--- src/rtl/lstm_config_regfile.sv ---
// lstm_config_regfile
// ---------------------------------------------------------------------------
// Memory-mapped configuration register file for the LSTM datapath. It holds
// the layer/weight/bias configuration words and a CONTROL register that
// launches the LSTM engine.
//
// Register map (byte addresses):
//   OFFSET + 4*i, i = 0 .. NUM_REGS-2 : data registers (R/W, byte strobes)
//   OFFSET + 4*(NUM_REGS-1)           : CONTROL
//                                       bit0 START (write-1 pulse, reads 0)
//                                       bit1 BUSY  (read-only)
//
// Handshake: a request transfers on a rising edge where req_valid and
// req_ready are both high. A response transfers on a rising edge where
// resp_valid and resp_ready are both high. Only one request can be
// outstanding. req_ready depends on the FSM state only, never on req_valid.
// resp_rdata and resp_error stay stable while resp_valid is high.
//
// Ports:
//   clk, reset_n            clock (rising edge), synchronous active-low reset
//   req_valid/req_ready     request handshake
//   req_write               1 = write, 0 = read
//   req_addr                byte address
//   req_wdata/req_wstrb     write data and per-byte write strobes
//   resp_valid/resp_ready   response handshake
//   resp_rdata              read data (0 for writes and errors)
//   resp_error              request rejected (bad address or START while busy)
//   regs_flat               all data registers, register i at [i*DW +: DW]
//   reg_updated             one-cycle pulse per data register written
//   start                   one-cycle engine launch pulse
//   busy                    engine busy status
//
// The FSM state is held in state_q (IDLE/RESP) for checkers to bind to.
// ---------------------------------------------------------------------------
module lstm_config_regfile #(
  parameter logic [31:0] OFFSET     = 32'h0,
  parameter int          LAYERS     = 3,
  parameter int          WEIGHTS    = 4,
  parameter int          DATA_WIDTH = 32,
  localparam int         NUM_REGS   = 4 * (LAYERS * WEIGHTS) + 2 * LAYERS + 1,
  localparam int         NUM_DATA   = NUM_REGS - 1,
  localparam int         STRB_W     = DATA_WIDTH / 8
) (
  input  logic                           clk,
  input  logic                           reset_n,
  input  logic                           req_valid,
  output logic                           req_ready,
  input  logic                           req_write,
  input  logic [31:0]                    req_addr,
  input  logic [DATA_WIDTH-1:0]          req_wdata,
  input  logic [STRB_W-1:0]              req_wstrb,
  output logic                           resp_valid,
  input  logic                           resp_ready,
  output logic [DATA_WIDTH-1:0]          resp_rdata,
  output logic                           resp_error,
  output logic [NUM_DATA*DATA_WIDTH-1:0] regs_flat,
  output logic [NUM_DATA-1:0]            reg_updated,
  output logic                           start,
  input  logic                           busy
);

  typedef enum logic {
    IDLE = 1'b0,
    RESP = 1'b1
  } state_e;

  state_e state_q, state_d;

  logic [DATA_WIDTH-1:0] regs_q [NUM_DATA];

  // ---------------------------------------------------------------------
  // Address decode
  // ---------------------------------------------------------------------
  logic [31:0]           addr_rel;
  logic [31:0]           idx;
  logic                  addr_err;
  logic                  is_ctrl;
  logic                  start_req;
  logic                  req_err;
  logic                  accept;
  logic                  data_we;
  logic [DATA_WIDTH-1:0] rd_data;

  always_comb begin
    addr_rel  = req_addr - OFFSET;
    idx       = addr_rel >> 2;
    // A below-base address wraps addr_rel, so it is flagged explicitly.
    addr_err  = (req_addr < OFFSET) || (req_addr[1:0] != 2'b00) ||
                (idx >= 32'(NUM_REGS));
    is_ctrl   = !addr_err && (idx == 32'(NUM_DATA));
    start_req = req_write && is_ctrl && req_wstrb[0] && req_wdata[0];
    // Launching while the engine is busy is rejected rather than queued.
    req_err   = addr_err || (start_req && busy);
    accept    = (state_q == IDLE) && req_valid;
    data_we   = accept && req_write && !addr_err && !is_ctrl;
  end

  // Read mux; CONTROL only exposes BUSY, START always reads back 0.
  always_comb begin
    rd_data = '0;
    if (!addr_err) begin
      if (is_ctrl) begin
        rd_data[1] = busy;
      end else begin
        for (int i = 0; i < NUM_DATA; i++) begin
          if (idx == 32'(i)) rd_data = regs_q[i];
        end
      end
    end
  end

  // ---------------------------------------------------------------------
  // FSM
  // ---------------------------------------------------------------------
  always_ff @(posedge clk) begin
    if (!reset_n) state_q <= IDLE;
    else          state_q <= state_d;
  end

  always_comb begin
    state_d    = state_q;
    req_ready  = 1'b0;
    resp_valid = 1'b0;
    case (state_q)
      IDLE: begin
        req_ready = 1'b1;
        if (req_valid) state_d = RESP;
      end
      RESP: begin
        resp_valid = 1'b1;
        if (resp_ready) state_d = IDLE;
      end
      default: state_d = IDLE;
    endcase
  end

  // ---------------------------------------------------------------------
  // Storage, response capture and pulses
  // ---------------------------------------------------------------------
  always_ff @(posedge clk) begin
    if (!reset_n) begin
      for (int i = 0; i < NUM_DATA; i++) regs_q[i] <= '0;
      resp_rdata  <= '0;
      resp_error  <= 1'b0;
      reg_updated <= '0;
      start       <= 1'b0;
    end else begin
      // Pulses default low so they last exactly the cycle after accept.
      reg_updated <= '0;
      start       <= 1'b0;
      if (accept) begin
        resp_error <= req_err;
        resp_rdata <= (req_write || req_err) ? '0 : rd_data;
        start      <= start_req && !busy;
        for (int i = 0; i < NUM_DATA; i++) begin
          if (data_we && (idx == 32'(i))) begin
            // The pulse fires even with an all-zero strobe.
            reg_updated[i] <= 1'b1;
            for (int b = 0; b < STRB_W; b++) begin
              if (req_wstrb[b]) regs_q[i][b*8 +: 8] <= req_wdata[b*8 +: 8];
            end
          end
        end
      end
    end
  end

  for (genvar g = 0; g < NUM_DATA; g++) begin : g_flat
    assign regs_flat[g*DATA_WIDTH +: DATA_WIDTH] = regs_q[g];
  end

endmodule

--- config.mk ---
export PLATFORM = sky130hd
export DESIGN_NAME = lstm_config_regfile
export DESIGN_NICKNAME = d
export VERILOG_FILES = /design/src/rtl/lstm_config_regfile.sv
export SDC_FILE = /design/constraint.sdc
export NUM_CORES = 2
export LEC_CHECK = 0
export CORE_AREA = 3 3 741 743
export CTS_BUF_LIST = sky130_fd_sc_hd__clkbuf_4
export DETAILED_ROUTE_END_ITERATION = 12
export DIE_AREA = 0 0 744 746
export GPL_TIMING_DRIVEN = 1
export PLACE_DENSITY = 0.33
export REMOVE_ABC_BUFFERS = 1
export SLEW_MARGIN = 20
export SYNTH_ARGS = -nofsm -noshare
export SYNTH_HDL_FRONTEND = slang
export SYNTH_SLANG_ARGS = --single-unit
--- constraint.sdc ---
create_clock -name clk -period 7.21 [get_ports clk]
set_clock_uncertainty 0.05 [all_clocks]
set_input_delay 0.721 -clock clk [delete_from_list [all_inputs] [get_ports clk]]
set_output_delay 0.721 -clock clk [all_outputs]
set_load 0.01 [all_outputs]
==> impl_metrics.env <==
export IMPL_crit_path_cell_trace="dlygate4sd3_1 > buf_2 > buf_4 > nor4_1 > nand3_1 > nor3_1 > a221oi_1 > buf_4 > and4_1 > nor4_1 > buf_4 > o21ai_0 > a21oi_1"
export IMPL_critPathRequiredTime_ps=8640
export IMPL_synthDominantAreaCellType="edfxtp_1"
export IMPL_period_share_pct=76.5
export IMPL_setup_total_negative_slack_ps=0
export IMPL_die_area_sq_um=555000
export IMPL_synth_seq_area_share_pct=70.1
export IMPL_synth_flop_cell="edfxtp_1"
export IMPL_htree_levels=6
export IMPL_worst_skew_pair_late_latency_ps=1620
export IMPL_arrival_ps=6950
export IMPL_worst_hold_path_type="primary input to flop"
export IMPL_postSynth_asyncResetShare_pct=0
export IMPL_pwr_density_cell_nw_per_um2=235
export IMPL_grt_pass1_vias=75700
export IMPL_netlist_cell_types=92
export IMPL_row_count=271
export IMPL_critPathLaunchType="primary input"
export IMPL_first_iter_violations=12400
export IMPL_post_synth_instance_area_sq_um=76600
export IMPL_wl_microns=868000
export IMPL_max_cap_viols=0
export IMPL_timing_max_slew_rel_slack_pct=18.1
export IMPL_min_period_ps=5520
export IMPL_worst_path_largest_cell_delay_ps=1050
export IMPL_die_h_microns=746
export IMPL_post_route_cells_drive_above_1_share_pct=22.5
export IMPL_critPathKind="primary input to flop"
export IMPL_wl_cell_microns=52.4
export IMPL_run_status="completed"
export IMPL_dpl_hpwl_microns=700000
export IMPL_layout_commonest_cell="clkdlybuf4s50_1"
export IMPL_postRouteAntennaNets=0
export IMPL_globalplace_congestion=0.962
export IMPL_reg_clk_slew_reported_paths_ps=70
export IMPL_design_final_nets=8914
export IMPL_hold_worst_slack_ps=240
export IMPL_cts_tree="done"
export IMPL_cts_made_buffers=574
export IMPL_area_growth_pct=54.6
export IMPL_grt_pass1_wl_microns=1040000
export IMPL_flops_latches_synth=1817
export IMPL_cts_setup_buffers=0
export IMPL_path_common_cell="buf_4"
export IMPL_avgViaCountPerCell=4.76
export IMPL_cts_resized_gates=0
export IMPL_average_instance_area_after_synthesis_sq_um=12.8
export IMPL_timing_critical_path_to_type="flop"
export IMPL_layout_common_cells="clkdlybuf4s50_1, edfxtp_1, nor2_1"
export IMPL_design_area_sq_um=118000
export IMPL_clock_sinks=1817
export IMPL_drc=0
export IMPL_drt_pass1_iter_count=6
export IMPL_grt_overflow_total=0
export IMPL_grt_setup_unrepaired="false"
export IMPL_largest_cells_by_area_after_synthesis="edfxtp_1, nor2_1, o21ai_0"
export IMPL_max_clock_path_buffers=4
export IMPL_critical_path_slowest_cell="nor3_1"
export IMPL_floorplan_core_area_sq_um=544000
export IMPL_number_of_buffers_added_to_fix_hold_violations_after_cts=40
export IMPL_post_synth_edffs=1728
export IMPL_fmax_mhz=181
export IMPL_grt_max_degree=59
export IMPL_start_util_pct=14.1
export IMPL_dpl_cell_area_sq_um=110000
export IMPL_cts_root_buffer="clkbuf_4"
export IMPL_grt_antenna_before_repair=159
export IMPL_chipWidth_microns=744
export IMPL_timing_critical_path_fanout_max=7
export IMPL_ys_warnings_count=0
export IMPL_post_layout_total_power_mw=27.8
export IMPL_port_buffers=1891
export IMPL_max_slew_worst_pin_slew_ps=1230
export IMPL_fin_util_pct=21.8
export IMPL_timing_hold_violations_final=0
export IMPL_timing_max_transition_violations_final=0
export IMPL_power_leakage_nw=39.0
export IMPL_power_ir_vdd_worst_mv=0.131
export IMPL_setup_violations_final=0
export IMPL_io_pin_count=1892
export IMPL_route_vias_total=78900
export IMPL_grtUsageTotal_pct=29.9
export IMPL_area_fraction_of_the_dominant_cell_type_after_synthesis_pct=67.8
export IMPL_syn_instance_count=5986
-- through the flow --
stage               worst slack [ps]  cells
floorplan                       -166   5452
global placement                 552  15500
detailed placement               716  15500
CTS                             2230  16500
global route                    1960  16500
finish                          1690  16600
-- final cells by class --
cell class,instances,area [sq um]
fill,58800,425000
tap,7234,9050
sequential,1817,53700
multi-input combinational,3616,21400
inverter,19,71.3
clock inverter,175,1170
clock buffer,817,6130
timing repair buffer,2812,26700
antenna,80,200
-- registers in the layout, indices dropped and copies added, names as in the netlist --
name         cells
start            1
resp_error       1
regs_q        1728
reg_updated     54
resp_rdata      32
state_q          1
-- path summary, 6_finish.rpt --
| check | start | slack [ps] | cells after the start | end |
|---|---|---|---|---|
| worst max-delay path | req_addr[7] | 1690 | 13 | resp_rdata[18] |
| worst min-delay path | req_wdata[11] | 240 | 3 | regs_q[1][267] |
| worst max register to register | regs_q[0][114] | 2670 | 10 | resp_rdata[18] |
| worst min register to register | resp_rdata[26] | 450 | 2 | resp_rdata[26] |
-- cells by family (layout without fill, tap and decap cells) --
kind of cell    count (synthesis)  after routing  share of synthesized area [%]
compound gates               1508           1508                           13.5
other cells                     0             80                              0
buf+inv                       553           3823                           3.16
mux                            83             83                           1.35
flops                        1817           1817                           70.1
simple gates                 2025           2025                           12.0
-- worst max-delay path, delay by kind of cell --
family	cells	cell delay (ps)
buffers and inverters	5	1630
AND/OR/NAND/NOR	5	3590
AO/OA/AOI/OAI	3	960
-- where the power goes --
| group | internal [mW] | leakage [nW] | switching (mW) |
|---|---|---|---|
| sequential | 12.2 | 17.2 | 1.04 |
| clock | 5.53 | 4.30 | 5.55 |
| combinational | 1.32 | 17.4 | 2.15 |
| total | 19.1 | 39.0 | 8.74 |
-- layer usage --
layer / part of all wire (%) / global-route usage [%] / vias up
met3: 12 / 11.0 / 1361
li1: - / - / 29000
met1: 37 / 34.7 / 41700
met2: 46 / 48.9 / 6817
met5: 0.022 / 0 / -
met4: 5.4 / 13.9 / 28
-- cell usage after synthesis, types with 7 or more instances --
master        n
a222oi_1     68
o22ai_1      55
a221oi_1    141
a21oi_1     196
a32o_1        8
o21ai_0     473
or3_1        10
o21ai_1       8
a21o_1       10
nor4_4       12
nand4_1      39
clkbuf_1    289
nor2_1     1310
and3_1        8
mux4_2       13
nor4_1       28
o221ai_1     51
buf_4         8
nor2b_1      18
a2111oi_0    16
and2_1       41
nor4_2       30
o21a_1        8
and4_1        7
nand2_1     282
nand2b_1     13
buf_2       211
mux2_2       32
nand3_1      82
a211oi_1     24
edfxtp_1   1728
inv_1        19
nand2_2      35
o2111ai_1    21
nor3_1       53
o211ai_1     37
a31oi_1      28
mux2i_1      38
a221o_1      32
a32oi_1      15
a22o_1       52
buf_1        20
dfxtp_1      89
o31ai_1      11
a22oi_1     187
Power figures use the tool's default switching activity.
